File: config.mk
export PLATFORM = sky130hd
export DESIGN_NAME = fetch_queue_unit
export DESIGN_NICKNAME = d
export VERILOG_FILES = /design/src/rtl/fetch_queue_unit.sv
export SDC_FILE = /design/constraint.sdc
export NUM_CORES = 1
export LEC_CHECK = 0
export ABC_AREA = 1
export CAP_MARGIN = 10
export CORE_UTILIZATION = 59
export CTS_BUF_LIST = sky130_fd_sc_hd__clkbuf_8
export CTS_CLUSTER_SIZE = 10
export DETAILED_ROUTE_END_ITERATION = 10
export GPL_TIMING_DRIVEN = 0
export PLACE_DENSITY = 0.95
export SYNTH_ARGS = -nofsm -noshare
export SYNTH_HDL_FRONTEND = slang
export SYNTH_SLANG_ARGS = --single-unit
File: constraint.sdc
create_clock -name clk -period 5.25 [get_ports clk]
set_clock_uncertainty 0.2 [all_clocks]
set_input_delay 1.3125 -clock clk [delete_from_list [all_inputs] [get_ports clk]]
set_output_delay 1.3125 -clock clk [all_outputs]
set_load 0.01 [all_outputs]
File: src/rtl/fetch_queue_unit.sv
// IF-stage fetch engine: PC generation, in-order variable-latency imem requests,
// a DEPTH-entry instruction queue feeding IF/ID, and flush-driven redirect/discard.
module fetch_queue_unit #(
   parameter int              XLEN     = 32,
   parameter int              DEPTH    = 2,
   parameter logic [XLEN-1:0] RESET_PC = '0
) (
   input  logic            clk,
   input  logic            rst,
   input  logic            if_we,
   input  logic            flush,
   input  logic [1:0]      m4_1_cnt,
   input  logic [XLEN-1:0] branch_target,
   input  logic [XLEN-1:0] jalr_target,
   output logic            imem_req,
   output logic [XLEN-1:0] imem_addr,
   input  logic            imem_rvalid,
   input  logic [XLEN-1:0] imem_rdata,
   output logic            inst_valid,
   output logic [XLEN-1:0] inst,
   output logic [XLEN-1:0] inst_pc
);

   localparam int AW = $clog2(DEPTH);

   localparam logic [1:0] S_IDLE  = 2'b00;
   localparam logic [1:0] S_FETCH = 2'b01;
   localparam logic [1:0] S_DRAIN = 2'b10;

   localparam logic [AW+1:0] DEPTH_O = (AW+2)'(DEPTH);
   localparam logic [AW:0]   CNT_ONE = (AW+1)'(1);
   localparam logic [AW-1:0] PTR_ONE = AW'(1);
   localparam logic [XLEN-1:0] PC_INC = XLEN'(4);

   logic [1:0]      state_q, state_d;
   logic [XLEN-1:0] pc_q, pc_d;
   logic [AW:0]     cnt_q, cnt_d;
   logic [AW:0]     infl_q, infl_d;
   logic [AW:0]     disc_q, disc_d;
   logic [AW-1:0]   q_wp_q, q_wp_d, q_rp_q, q_rp_d;
   logic [AW-1:0]   t_wp_q, t_wp_d, t_rp_q, t_rp_d;

   logic [XLEN-1:0] q_inst_q [DEPTH];
   logic [XLEN-1:0] q_pc_q   [DEPTH];
   logic [XLEN-1:0] t_pc_q   [DEPTH];

   logic [AW+1:0]   occ;
   logic            issue, push, pop;
   logic [XLEN-1:0] jalr_al;

   assign occ     = {1'b0, cnt_q} + {1'b0, infl_q};
   assign issue   = (state_q == S_FETCH) && (occ < DEPTH_O) && !flush;
   // Responses still owed to a squashed path are dropped; so is one landing on a flush.
   assign push    = imem_rvalid && (disc_q == '0) && !flush;
   assign pop     = (cnt_q != '0) && if_we && !flush;
   assign jalr_al = jalr_target & ~XLEN'(1);

   assign imem_req   = issue;
   assign imem_addr  = pc_q;
   assign inst_valid = (cnt_q != '0);
   assign inst       = q_inst_q[q_rp_q];
   assign inst_pc    = q_pc_q[q_rp_q];

   always_comb begin
      pc_d = pc_q;
      if (flush) begin
         case (m4_1_cnt)
            2'b01:   pc_d = branch_target;
            2'b10:   pc_d = jalr_al;
            default: pc_d = pc_q + PC_INC;
         endcase
      end else if (issue) begin
         pc_d = pc_q + PC_INC;
      end
   end

   always_comb begin
      infl_d = infl_q;
      if (issue && !imem_rvalid)      infl_d = infl_q + CNT_ONE;
      else if (!issue && imem_rvalid) infl_d = infl_q - CNT_ONE;
   end

   // Everything still in flight after this cycle's response belongs to the old path.
   always_comb begin
      disc_d = disc_q;
      if (flush)                            disc_d = imem_rvalid ? infl_q - CNT_ONE : infl_q;
      else if (imem_rvalid && disc_q != '0) disc_d = disc_q - CNT_ONE;
   end

   always_comb begin
      state_d = state_q;
      case (state_q)
         S_IDLE:  state_d = S_FETCH;
         default: state_d = (disc_d != '0) ? S_DRAIN : S_FETCH;
      endcase
   end

   always_comb begin
      cnt_d = cnt_q;
      if (flush) cnt_d = '0;
      else begin
         case ({push, pop})
            2'b10:   cnt_d = cnt_q + CNT_ONE;
            2'b01:   cnt_d = cnt_q - CNT_ONE;
            default: cnt_d = cnt_q;
         endcase
      end
   end

   always_comb begin
      q_wp_d = q_wp_q;
      q_rp_d = q_rp_q;
      t_wp_d = t_wp_q;
      t_rp_d = t_rp_q;
      if (flush) begin
         q_wp_d = '0;
         q_rp_d = '0;
         t_wp_d = '0;
         t_rp_d = '0;
      end else begin
         if (push)  q_wp_d = q_wp_q + PTR_ONE;
         if (pop)   q_rp_d = q_rp_q + PTR_ONE;
         if (issue) t_wp_d = t_wp_q + PTR_ONE;
         if (push)  t_rp_d = t_rp_q + PTR_ONE;
      end
   end

   always_ff @(posedge clk) begin
      if (rst) begin
         state_q <= S_IDLE;
         pc_q    <= RESET_PC;
         cnt_q   <= '0;
         infl_q  <= '0;
         disc_q  <= '0;
         q_wp_q  <= '0;
         q_rp_q  <= '0;
         t_wp_q  <= '0;
         t_rp_q  <= '0;
         for (int i = 0; i < DEPTH; i++) begin
            q_inst_q[i] <= '0;
            q_pc_q[i]   <= '0;
            t_pc_q[i]   <= '0;
         end
      end else begin
         state_q <= state_d;
         pc_q    <= pc_d;
         cnt_q   <= cnt_d;
         infl_q  <= infl_d;
         disc_q  <= disc_d;
         q_wp_q  <= q_wp_d;
         q_rp_q  <= q_rp_d;
         t_wp_q  <= t_wp_d;
         t_rp_q  <= t_rp_d;
         if (push) begin
            q_inst_q[q_wp_q] <= imem_rdata;
            q_pc_q[q_wp_q]   <= t_pc_q[t_rp_q];
         end
         if (issue) t_pc_q[t_wp_q] <= pc_q;
      end
   end

   a_no_rsp_without_req: assert property (@(posedge clk) disable iff (rst)
      !(imem_rvalid && infl_q == '0));
   a_no_pop_empty: assert property (@(posedge clk) disable iff (rst)
      !(pop && cnt_q == '0));

endmodule

==> results_dict.tcl, run 1 <==
set metrics [dict create \
    run_status "completed" \
    power_frac_comb 0.129 \
    clock_power_share 0.361 \
    net-switching-power_mw 1.060 \
    core_area_sq_um 18710 \
    antenna_found_initial 0 \
    die_w_um 140.2 \
    timing_max_transition_violations_final 0 \
    drtPass1Iterations 5 \
    drt-total-wl_um 29640 \
    slew_headroom 0.4041 \
    layout_overhead_on_the_synthesized_area_pct 27.10 \
    worst-setup-path-type "reg2out" \
    post-route-period-util 0.7857 \
    track_usage 0.3013 \
    std_cell_rows 50 \
    buffer_ports.inserted 198 \
    crit_fanout 5 \
    grt_start_max_net_pins 65 \
    power.internal_mw 3.235 \
    sequentialPowerShare 0.510 \
    post_synthesis_average_cell_area_sq_um 10.09 \
    max_cap_violations 0 \
    cts-root-buf "sky130_fd_sc_hd__clkbuf_8" \
    first_iter_violations 701 \
    timing.hold.worst_path_depth 2 \
    cts_inserted_buffers 38 \
    finalSetupViolCount 0 \
    grt_setup_unrepaired "no" \
    cts_hold_buf 0 \
    globalRoute.totalOverflow 0 \
    postCtsSetupBuffers 0 \
    cpPeakStageDelay_ns 0.57 \
    cp.depth 7 \
    hold_viol 0 \
    power_leakage_nw 5.373 \
    p_sw_frac 0.2469 \
    dp.cells 1551 \
    routed_via_density 5.513 \
    setup_ws_ns 1.125 \
    critical_path_buf_inv_count 2 \
    clkSlewWorstSetupHoldPaths_ns 0.06 \
    synth.distinct_cells 36 \
    num-nets-final 1467 \
    timing.critical_path.mode_cell "sky130_fd_sc_hd__nor2_1" \
    htree_num_levels 2 \
    avgRoutedWirePerCell_um 18.33 \
    detail_route.drc_violations 0 \
    crit_path_end_kind "output port" \
    worst_case_setup_slack_after_placement_ns 0.9497 \
    detail-route-antenna-nets 0 \
    layout.filler_cells 1204 \
    critical_path.startpoint_type "register" \
    grt_pass1_vias 8928 \
    max-vdd-ir-drop_uv 169.7 \
    via_count 8915 \
    final_layout_size_suffix_gt1_frac 0.1345 \
    first_pass_grt_wire_length_um 45710 \
    synthCells 1117 \
    worstRegToRegCells 10 \
    syn_nets 1227 \
    critical_path_required_ns 3.74 \
    min_period_ns 4.125 \
    timing.fmax_ghz 0.2424 \
    post_layout_nonfiller_instances 1617 \
    postSynthRegisterBits 238 \
    post_synth_instance_area_sq_um 11270 \
    cts_sinks 238 \
    place_hpwl_um 21660 \
    gp_congestion 0.9410 \
    clk_path_buf_depth 3 \
    path_delay_family "simple AND/OR/NAND/NOR gates" \
    initial_utilization 0.6025 \
    yosysWarnings 0 \
    clk_latency_ns 0.53 \
    critical-path-slowest-cell "sky130_fd_sc_hd__clkdlybuf4s50_1" \
    synth-seq-area-share 0.5933 \
    cts_tree "yes" \
    totalPowerFinal_mw 4.296 \
    actual_transition_at_the_worst_max_transition_pin_ns 0.8939 \
    pin_count 201 \
    timing.critical_path.cells "nand2_1 -> inv_1 -> fa_1 -> nor2_1 -> nand3_1 -> nor2_1 -> clkdlybuf4s50_1" \
    power_density_nw_per_um2 299.9 \
    cp.arrival_ns 2.61 \
    min-delay-path-class "reg2reg" \
    fp.dieH_um 140.2 \
    final_antenna_diode_count 0 \
    die_area_sq_um 19660 \
    cts_repair_resize_count 0 \
]
## layer usage
layer	part of all wire	vias to the layer above	track usage
met5	0	-	0
li1	-	4214	-
met4	0.035	0	0.1128
met1	0.38	4193	0.3446
met3	0.089	81	0.07043
met2	0.50	427	0.5471
## cell usage after synthesis
cell                       number  area share
sky130_fd_sc_hd__nand3_1       61       0.027
sky130_fd_sc_hd__nand3_2        2      0.0018
sky130_fd_sc_hd__xnor2_1        2      0.0016
sky130_fd_sc_hd__dfxtp_1       46       0.082
sky130_fd_sc_hd__nor2_1       229       0.076
sky130_fd_sc_hd__o211ai_1       5      0.0033
sky130_fd_sc_hd__or2_2          1     0.00056
sky130_fd_sc_hd__nand2_2        3      0.0017
sky130_fd_sc_hd__mux2_2        64       0.064
sky130_fd_sc_hd__a221oi_1       1     0.00078
sky130_fd_sc_hd__a22o_1        18       0.014
sky130_fd_sc_hd__inv_1        105       0.035
sky130_fd_sc_hd__a21oi_2        1     0.00078
sky130_fd_sc_hd__nor2_2        16      0.0089
sky130_fd_sc_hd__nor2_4         6      0.0060
sky130_fd_sc_hd__nor3b_1        1     0.00067
sky130_fd_sc_hd__buf_2         28       0.012
sky130_fd_sc_hd__inv_2          3      0.0010
sky130_fd_sc_hd__fa_1           1      0.0018
sky130_fd_sc_hd__nand2_4        1      0.0010
sky130_fd_sc_hd__buf_4          3      0.0020
sky130_fd_sc_hd__o21ai_1        5      0.0022
sky130_fd_sc_hd__ha_1           6      0.0067
sky130_fd_sc_hd__a21oi_1       41       0.018
sky130_fd_sc_hd__buf_6          6      0.0060
sky130_fd_sc_hd__buf_1          4      0.0013
sky130_fd_sc_hd__nand2_1      188       0.063
sky130_fd_sc_hd__clkbuf_1      13      0.0043
sky130_fd_sc_hd__a211oi_1       2      0.0013
sky130_fd_sc_hd__o21ai_0       22      0.0098
sky130_fd_sc_hd__a31oi_1        2      0.0011
sky130_fd_sc_hd__xor2_1         3      0.0023
sky130_fd_sc_hd__nand4_1        3      0.0017
sky130_fd_sc_hd__mux2i_1       32       0.028
sky130_fd_sc_hd__edfxtp_1     192        0.51
sky130_fd_sc_hd__clkinv_1       1     0.00033
## power groups by stage
stage | Sequential (mW) | Clock [mW] | Combinational (mW)
floorplan | 2.22 | 0 | 0.274
global placement | 2.22 | 0 | 0.526
detailed placement | 2.23 | 0 | 0.545
CTS | 2.19 | 1.55 | 0.551
global route | 2.20 | 1.63 | 0.594
finish | 2.19 | 1.55 | 0.553
## worst reg2reg max path, stage by stage (launching register included)
cell                      delay, ns
sky130_fd_sc_hd__dfxtp_1       0.39
sky130_fd_sc_hd__nand2_1       0.07
sky130_fd_sc_hd__inv_1         0.06
sky130_fd_sc_hd__fa_1          0.40
sky130_fd_sc_hd__nor2_1        0.14
sky130_fd_sc_hd__nand3_1       0.22
sky130_fd_sc_hd__inv_1         0.17
sky130_fd_sc_hd__nand3_2       0.17
sky130_fd_sc_hd__buf_2         0.25
sky130_fd_sc_hd__nand2_1       0.59
sky130_fd_sc_hd__buf_8         0.26
## final cells by class
type,instances,area [sq um],area share
buffer,54,294.0,0.02053
clock buffer,43,591.8,0.04131
clock inverter,23,142.6,0.009957
inverter,109,409.1,0.02856
multi-input combinational,716,3896,0.2720
sequential,238,6686,0.4668
tap,234,292.8,0.02044
timing repair buffer,200,2012,0.1404
## flip-flops by register name, summed over array words and instances (netlist names), named ones only
register and cells:
q_inst_q 64, t_rp_q 1, state_q 2, infl_q 2
q_pc_q 64, t_pc_q 64, cnt_q 2, imem_addr 32
t_wp_q 1, q_wp_q 1, disc_q 2, q_rp_q 1
## worst paths after layout
path,slack [ns],endpoint,start
setup / recovery,1.12,imem_req,infl_q[0]$_SDFFE_PP0P_
hold / removal,0.28,q_rp_q$_SDFFE_PP0P_,q_rp_q$_SDFFE_PP0P_
setup reg to reg,2.02,t_pc_q[1][26]$_SDFFCE_PN0P_,infl_q[0]$_SDFFE_PP0P_
hold reg to reg,0.28,q_rp_q$_SDFFE_PP0P_,q_rp_q$_SDFFE_PP0P_
## through the flow
stage	instance area, sq um	setup TNS, ns	hold WS [ns]	utilization
floorplan	11270	0	0.2476	-
finish	14330	0	0.2779	0.7658
global route	14330	0	0.3175	0.7658
global placement	13550	-36.74	0.2563	0.7241
CTS	14330	0	0.2804	0.7658
detailed placement	13590	0	0.2689	0.7266
## kinds of logic after synthesis
family	count (synthesis)	synth area share
xor+xnor	5	0.003886
fa+ha+maj	7	0.008437
compound gates	97	0.05151
buf+inv	163	0.06239
simple gates	511	0.1882
mux	96	0.09236
flops	238	0.5933
## cell usage in the layout (no fill, tap or decap), types with 41 or more instances in the layout
cell type / n
sky130_fd_sc_hd__dfxtp_1: 46
sky130_fd_sc_hd__clkdlybuf4s50_1: 198
sky130_fd_sc_hd__nor2_1: 229
sky130_fd_sc_hd__mux2_2: 64
sky130_fd_sc_hd__clkbuf_8: 43
sky130_fd_sc_hd__nand2_1: 186
sky130_fd_sc_hd__a21oi_1: 41
sky130_fd_sc_hd__inv_1: 120
sky130_fd_sc_hd__edfxtp_1: 192
sky130_fd_sc_hd__nand3_1: 61
No activity file was read; power rests on OpenSTA's default activity.
==> inputs of run 2 (changes only) <==
Settings changed: CORE_UTILIZATION 59 to 49, PLACE_DENSITY 0.95 to 0.88.
Clock period 5.25 ns to 3.6 ns, I/O delays scaled along.
==> run 2 against run 1 <==
- non-clock buffer count shrank 1
- critical path type is now in2reg
- wire length shrank 2.4%
- critical path depth shrank 1
- clock power grew 46%
- highest routed layer unchanged
- core utilization shrank 13 points
- sequential share of layout area shrank 0.26 points
- global-route usage shrank 5.3 points
- design area grew 0.58%
- die area grew 20%
- power grew 46%
- clock-buffer cell count grew 1
- register-to-register slack lost 1.7 ns
==> results_dict.tcl, run 2 (synthesis gave the netlist of run 1 again) <==
set metrics [dict create \
    run_status "completed" \
    die_w_um 153.7 \
    routed_via_density 5.303 \
    timing.fmax_ghz 0.2911 \
    avgRoutedWirePerCell_um 17.37 \
    post-route-cell-area_sq_um 14410 \
    max-vdd-ir-drop_uv 240.6 \
    drtPass1Iterations 5 \
    cp.arrival_ns 3.29 \
    drt-total-wl_um 28920 \
    track_usage 0.2480 \
    core_area_sq_um 22570 \
    gp_congestion 0.9830 \
    crit_path_end_kind "register" \
    fp.dieH_um 153.7 \
    max_cap_violations 0 \
    grt_start_max_net_pins 65 \
    actual_transition_at_the_worst_max_transition_pin_ns 0.9672 \
    first_iter_violations 502 \
    globalRoute.totalOverflow 0 \
    clkSlewWorstSetupHoldPaths_ns 0.06 \
    postCtsSetupBuffers 0 \
    critical_path_required_ns 3.46 \
    antenna_found_initial 0 \
    mostFrequentLayoutCell "sky130_fd_sc_hd__nor2_1" \
    via_count 8829 \
    min-delay-path-class "reg2reg" \
    cts_sinks 238 \
    cts-root-buf "sky130_fd_sc_hd__clkbuf_8" \
    post-route-period-util 0.9541 \
    clk_path_buf_depth 3 \
    initial_utilization 0.4993 \
    top_registers "q_inst_q: 64 flops, q_pc_q: 64 flops, t_pc_q: 64 flops" \
    final_antenna_diode_count 0 \
    hold_viol 0 \
    power_density_nw_per_um2 435.3 \
    finalSetupViolCount 0 \
    slew_headroom 0.3536 \
    buffer_ports.inserted 198 \
    timing.hold.ws_ns 0.2741 \
    crit_fanout 64 \
    detail_route.drc_violations 0 \
    timing_max_transition_violations_final 0 \
    grt_pass1_vias 8922 \
    min_period_ns 3.435 \
    cpPeakStageDelay_ns 0.65 \
    pin_count 201 \
    final_layout_size_suffix_gt1_frac 0.1384 \
    grt_setup_unrepaired "no" \
    std_cell_rows 55 \
    num-nets-final 1466 \
    htree_num_levels 2 \
    detail-route-antenna-nets 0 \
    place_hpwl_um 20880 \
    worst-setup-path-type "in2reg" \
    cts_inserted_buffers 38 \
    timing.critical_path.cells "clkdlybuf4s50_1 -> inv_1 -> nand3_1 -> buf_2 -> buf_1 -> nand2_4" \
    layout_overhead_on_the_synthesized_area_pct 27.84 \
    first_pass_grt_wire_length_um 45620 \
    cts_tree "yes" \
    cts_hold_buf 0 \
    placedInstanceArea_sq_um 13670 \
    die_area_sq_um 23610 \
    critical-path-slowest-cell "sky130_fd_sc_hd__nand2_4" \
    final_cell_mix "sky130_fd_sc_hd__nor2_1 (228), sky130_fd_sc_hd__clkdlybuf4s50_1 (197), sky130_fd_sc_hd__edfxtp_1 (192)" \
    critical_path.startpoint_type "input port" \
    clk_latency_ns 0.53 \
    power_leakage_nw 5.373 \
]
==> run 2: changes by cell type in the layout (fill, tap and decap cells not counted), sizes merged <==
| cell | before | now |
|---|---|---|
| inv | 123 | 119 |
| clkdlybuf4s50 | 198 | 197 |
| dlygate4sd2 | 0 | 1 |
| clkinv | 7 | 8 |
==> run 2: path summary, 6_finish.rpt <==
check,slack (ns),to,depth (start not counted),startpoint
worst max register to register,0.35,t_pc_q[0][1]$_SDFFCE_PN0P_,10,infl_q[0]$_SDFFE_PP0P_
worst min register to register,0.27,q_rp_q$_SDFFE_PP0P_,2,q_rp_q$_SDFFE_PP0P_
worst min-delay path,0.27,q_rp_q$_SDFFE_PP0P_,2,q_rp_q$_SDFFE_PP0P_
worst max-delay path,0.17,q_pc_q[0][20]$_SDFFCE_PN0P_,6,rst
==> run 2: layout make-up <==
| type | instances | area (sq um) |
|---|---|---|
| multi-input cells | 716 | 3904 |
| clock buffers | 44 | 605.6 |
| flip-flops and latches | 238 | 6688 |
| repair buffers | 200 | 2023 |
| well taps | 285 | 356.6 |
| inverters | 109 | 409.1 |
| clock inverters | 20 | 132.6 |
| fillers | 1777 | 8163 |
| plain buffers | 53 | 290.3 |
==> run 2: routing by layer <==
| metal | vias up | share of wire | global-route usage |
|---|---|---|---|
| met5 | - | 0 | 0 |
| met4 | 0 | 0.029 | 0.09667 |
| met3 | 63 | 0.080 | 0.05778 |
| met2 | 414 | 0.48 | 0.4279 |
| met1 | 4148 | 0.41 | 0.3007 |
| li1 | 4204 | - | - |
==> run 2: timing repair <==
| action | 4_1_cts | 5_1_grt |
|---|---|---|
| endpoints found under the hold margin | 0 | 0 |
| resized for setup | 3 | 1 |
| setup endpoints to repair | 61 | 17 |
==> run 2: through the flow <==
step,setup TNS [ns],worst slack (ns),std cells,utilization,power (mW)
after floorplan,0,0.5798,1117,-,3.632
after global placement,-109.85,-0.8033,1600,0.6032,4.019
after detailed placement,-34.16,-0.3208,1602,0.6055,4.049
after CTS,0,0.009528,1665,0.6383,6.307
after global routing,0,0.05549,1665,0.6384,6.508
final,0,0.1653,1665,0.6384,6.272
==> run 2: power breakdown <==
group / internal (mW) / switching [mW] / total (mW) / leakage, nW
logic: 0.372 / 0.435 / 0.806 / 2.58
registers: 3.12 / 0.0776 / 3.20 / 2.37
clock network: 1.25 / 1.02 / 2.27 / 0.424
==> run 2: worst max-delay path, delay by kind of cell <==
family | cells | cell delay (ns)
and+or+nand+nor | 2 | 0.86
buffers and inverters | 4 | 1.50
==> inputs of run 3 (changes only) <==
Settings changed: CORE_UTILIZATION 49 to 55, MAX_ROUTING_LAYER from default to met4, PLACE_DENSITY 0.88 to 0.93.
Clock period 3.6 ns to 3.9 ns, I/O delays scaled along.
==> run 3 against run 2 <==
- sequential power down 7.8%
- worst setup slack got worse by 0.015 ns
- wire length down 0.82%
- register-to-register slack better by 0.39 ns
- core utilization increased by 8.6 points
- power is 10% lower
- flip-flop and latch count is the same
- critical path type is now reg2out
- largest cell class unchanged
==> results_dict.tcl, run 3 (synthesis gave the netlist of run 1 again) <==
set metrics [dict create \
    top_registers "q_inst_q: 64 flops, q_pc_q: 64 flops, t_pc_q: 64 flops" \
    power_density_nw_per_um2 392.2 \
    critical-path-slowest-cell "sky130_fd_sc_hd__clkdlybuf4s50_1" \
    fp.dieH_um 145.2 \
    pin_count 201 \
    grt_start_max_net_pins 65 \
    final_cell_mix "sky130_fd_sc_hd__nor2_1 (229), sky130_fd_sc_hd__clkdlybuf4s50_1 (198), sky130_fd_sc_hd__edfxtp_1 (192)" \
    worst_case_setup_slack_after_placement_ns -0.04405 \
    detail-route-antenna-nets 0 \
    timing.rr.end "t_pc_q[0][12]$_SDFFCE_PN0P_" \
    cts_sinks 238 \
    worstReg2RegStart "infl_q[0]$_SDFFE_PP0P_" \
    post-route-period-util 0.9615 \
    global_route.usage.met3 0.05723 \
    num-nets-final 1466 \
    initial_utilization 0.5698 \
    slew_headroom 0.4055 \
    first_iter_violations 610 \
    max_cap_violations 0 \
    gp_congestion 0.9477 \
    cts_tree "yes" \
    clk_path_buf_depth 3 \
    layout.filler_cells 1411 \
    cp.arrival_ns 2.58 \
    share_of_the_core_filled_with_cells_in_the_final_layout 0.7241 \
    min-delay-path-class "reg2reg" \
    crit_path_end_kind "output port" \
    routed_via_density 5.330 \
    hold_viol 0 \
    track_usage 0.2816 \
    htree_num_levels 2 \
    grt_most_used_layer "met2" \
    area_taken_by_multi_input_logic_gates_sq_um 3901 \
    dp.cells 1582 \
    mostFrequentLayoutCell "sky130_fd_sc_hd__nor2_1" \
    die_w_um 145.2 \
    totalPowerFinal_mw 5.617 \
    avgRoutedWirePerCell_um 17.43 \
    std_cell_rows 51 \
    clk_latency_ns 0.51 \
    finalSetupViolCount 0 \
    grt_util_met2 0.4793 \
    placedInstanceArea_sq_um 13640 \
    min_period_ns 3.750 \
    critical_path_required_ns 2.72 \
    critical_path.startpoint_type "register" \
    worstHoldStart "q_rp_q$_SDFFE_PP0P_" \
    actual_transition_at_the_worst_max_transition_pin_ns 0.8917 \
    clkSlewWorstSetupHoldPaths_ns 0.06 \
    power_leakage_nw 5.335 \
    die_area_sq_um 21070 \
    final_antenna_diode_count 0 \
    final_layout_size_suffix_gt1_frac 0.1332 \
    drt-total-wl_um 28690 \
    drtPass1Iterations 5 \
    globalRoute.totalOverflow 0 \
    regToRegSetupSlack_ns 0.74 \
    buffer_ports.inserted 198 \
    worstRegToRegCells 10 \
    core_area_sq_um 19780 \
    timing.critical_path.cells "clkbuf_1 -> buf_2 -> mux2_2 -> clkdlybuf4s50_1" \
    cpPeakStageDelay_ns 0.52 \
    use_met1 0.3345 \
    antenna_found_initial 0 \
    timing.fmax_ghz 0.2667 \
    worst-setup-path-type "reg2out" \
    cts_hold_buf 0 \
    via_count 8773 \
    hold_end "q_rp_q$_SDFFE_PP0P_" \
    cts-root-buf "sky130_fd_sc_hd__clkbuf_8" \
    run_status "completed" \
    place_hpwl_um 20870 \
    timing.hold.worst_path_depth 2 \
    first_pass_grt_wire_length_um 45010 \
    layout_overhead_on_the_synthesized_area_pct 27.09 \
    detail_route.drc_violations 0 \
    grt_setup_unrepaired "no" \
    post_layout_nonfiller_instances 1646 \
    cts_inserted_buffers 37 \
    setup_ws_ns 0.1500 \
    ff_latch_area_sq_um 6686 \
    post-route-cell-area_sq_um 14320 \
    crit_fanout 10 \
    timing_max_transition_violations_final 0 \
    grt_pass1_vias 8702 \
    max-vdd-ir-drop_uv 184.9 \
]
[run 3: cell types whose count changed in the layout (fill, tap and decap cells not counted), moves of 2 or more]
cell | previous run | this run
sky130_fd_sc_hd__clkinvlp_4 | 0 | 2
sky130_fd_sc_hd__inv_1 | 116 | 118
sky130_fd_sc_hd__clkinv_2 | 4 | 2
sky130_fd_sc_hd__clkinv_1 | 4 | 7
sky130_fd_sc_hd__clkbuf_8 | 44 | 40
[run 3: per-layer routing]
metal | share of wire | up-vias
met2 | 0.50 | 442
met5 | 0 | -
met1 | 0.40 | 4067
met3 | 0.082 | 61
met4 | 0.025 | 0
li1 | - | 4203
[run 3: worst max-delay path, delay by kind of cell (launching register included)]
family / cells / cell delay (ns)
buf+inv: 3 / 1.36
mux: 1 / 0.38
flops: 1 / 0.33
[run 3: repair_timing]
item	4_1_cts	5_1_grt
setup endpoints to repair	0	1
resized for setup	0	1
buffers inserted	0	0
[run 3: where the power goes]
group	switching [mW]	total, mW	internal (mW)
Sequential	0.0743	2.95	2.88
Combinational	0.396	0.741	0.344
Clock	0.916	1.92	1.01
Total	1.39	5.62	4.23
[run 3: through the flow]
stage | setup TNS [ns] | hold WS [ns]
finish | 0 | 0.2729
detailed placement | -2.439 | 0.2662
floorplan | 0 | 0.2476
global placement | -177.16 | 0.2569
global route | 0 | 0.3175
CTS | 0 | 0.2779
[run 3: worst max path at each step]
stage,start,end,cells after the start
3_3_place_gp,rst,q_pc_q[0][19]$_SDFFCE_PN0P_,6
6_report,register,inst_pc[13],4
3_5_place_dp,rst,q_pc_q[0][19]$_SDFFCE_PN0P_,6
5_1_grt,register,inst_pc[13],4
4_1_cts,infl_q[0]$_SDFFE_PP0P_,imem_req,7
2_1_floorplan,flush,q_inst_q[1][0]$_SDFFCE_PN0P_,8
[run 3: cell type report]
type,count,share of cell area
repair buffers,200,0.1413
clock inverters,24,0.008823
inverters,109,0.02856
multi-input cells,716,0.2724
well taps,265,0.02315
plain buffers,54,0.02053
flip-flops and latches,238,0.4668
clock buffers,40,0.03843
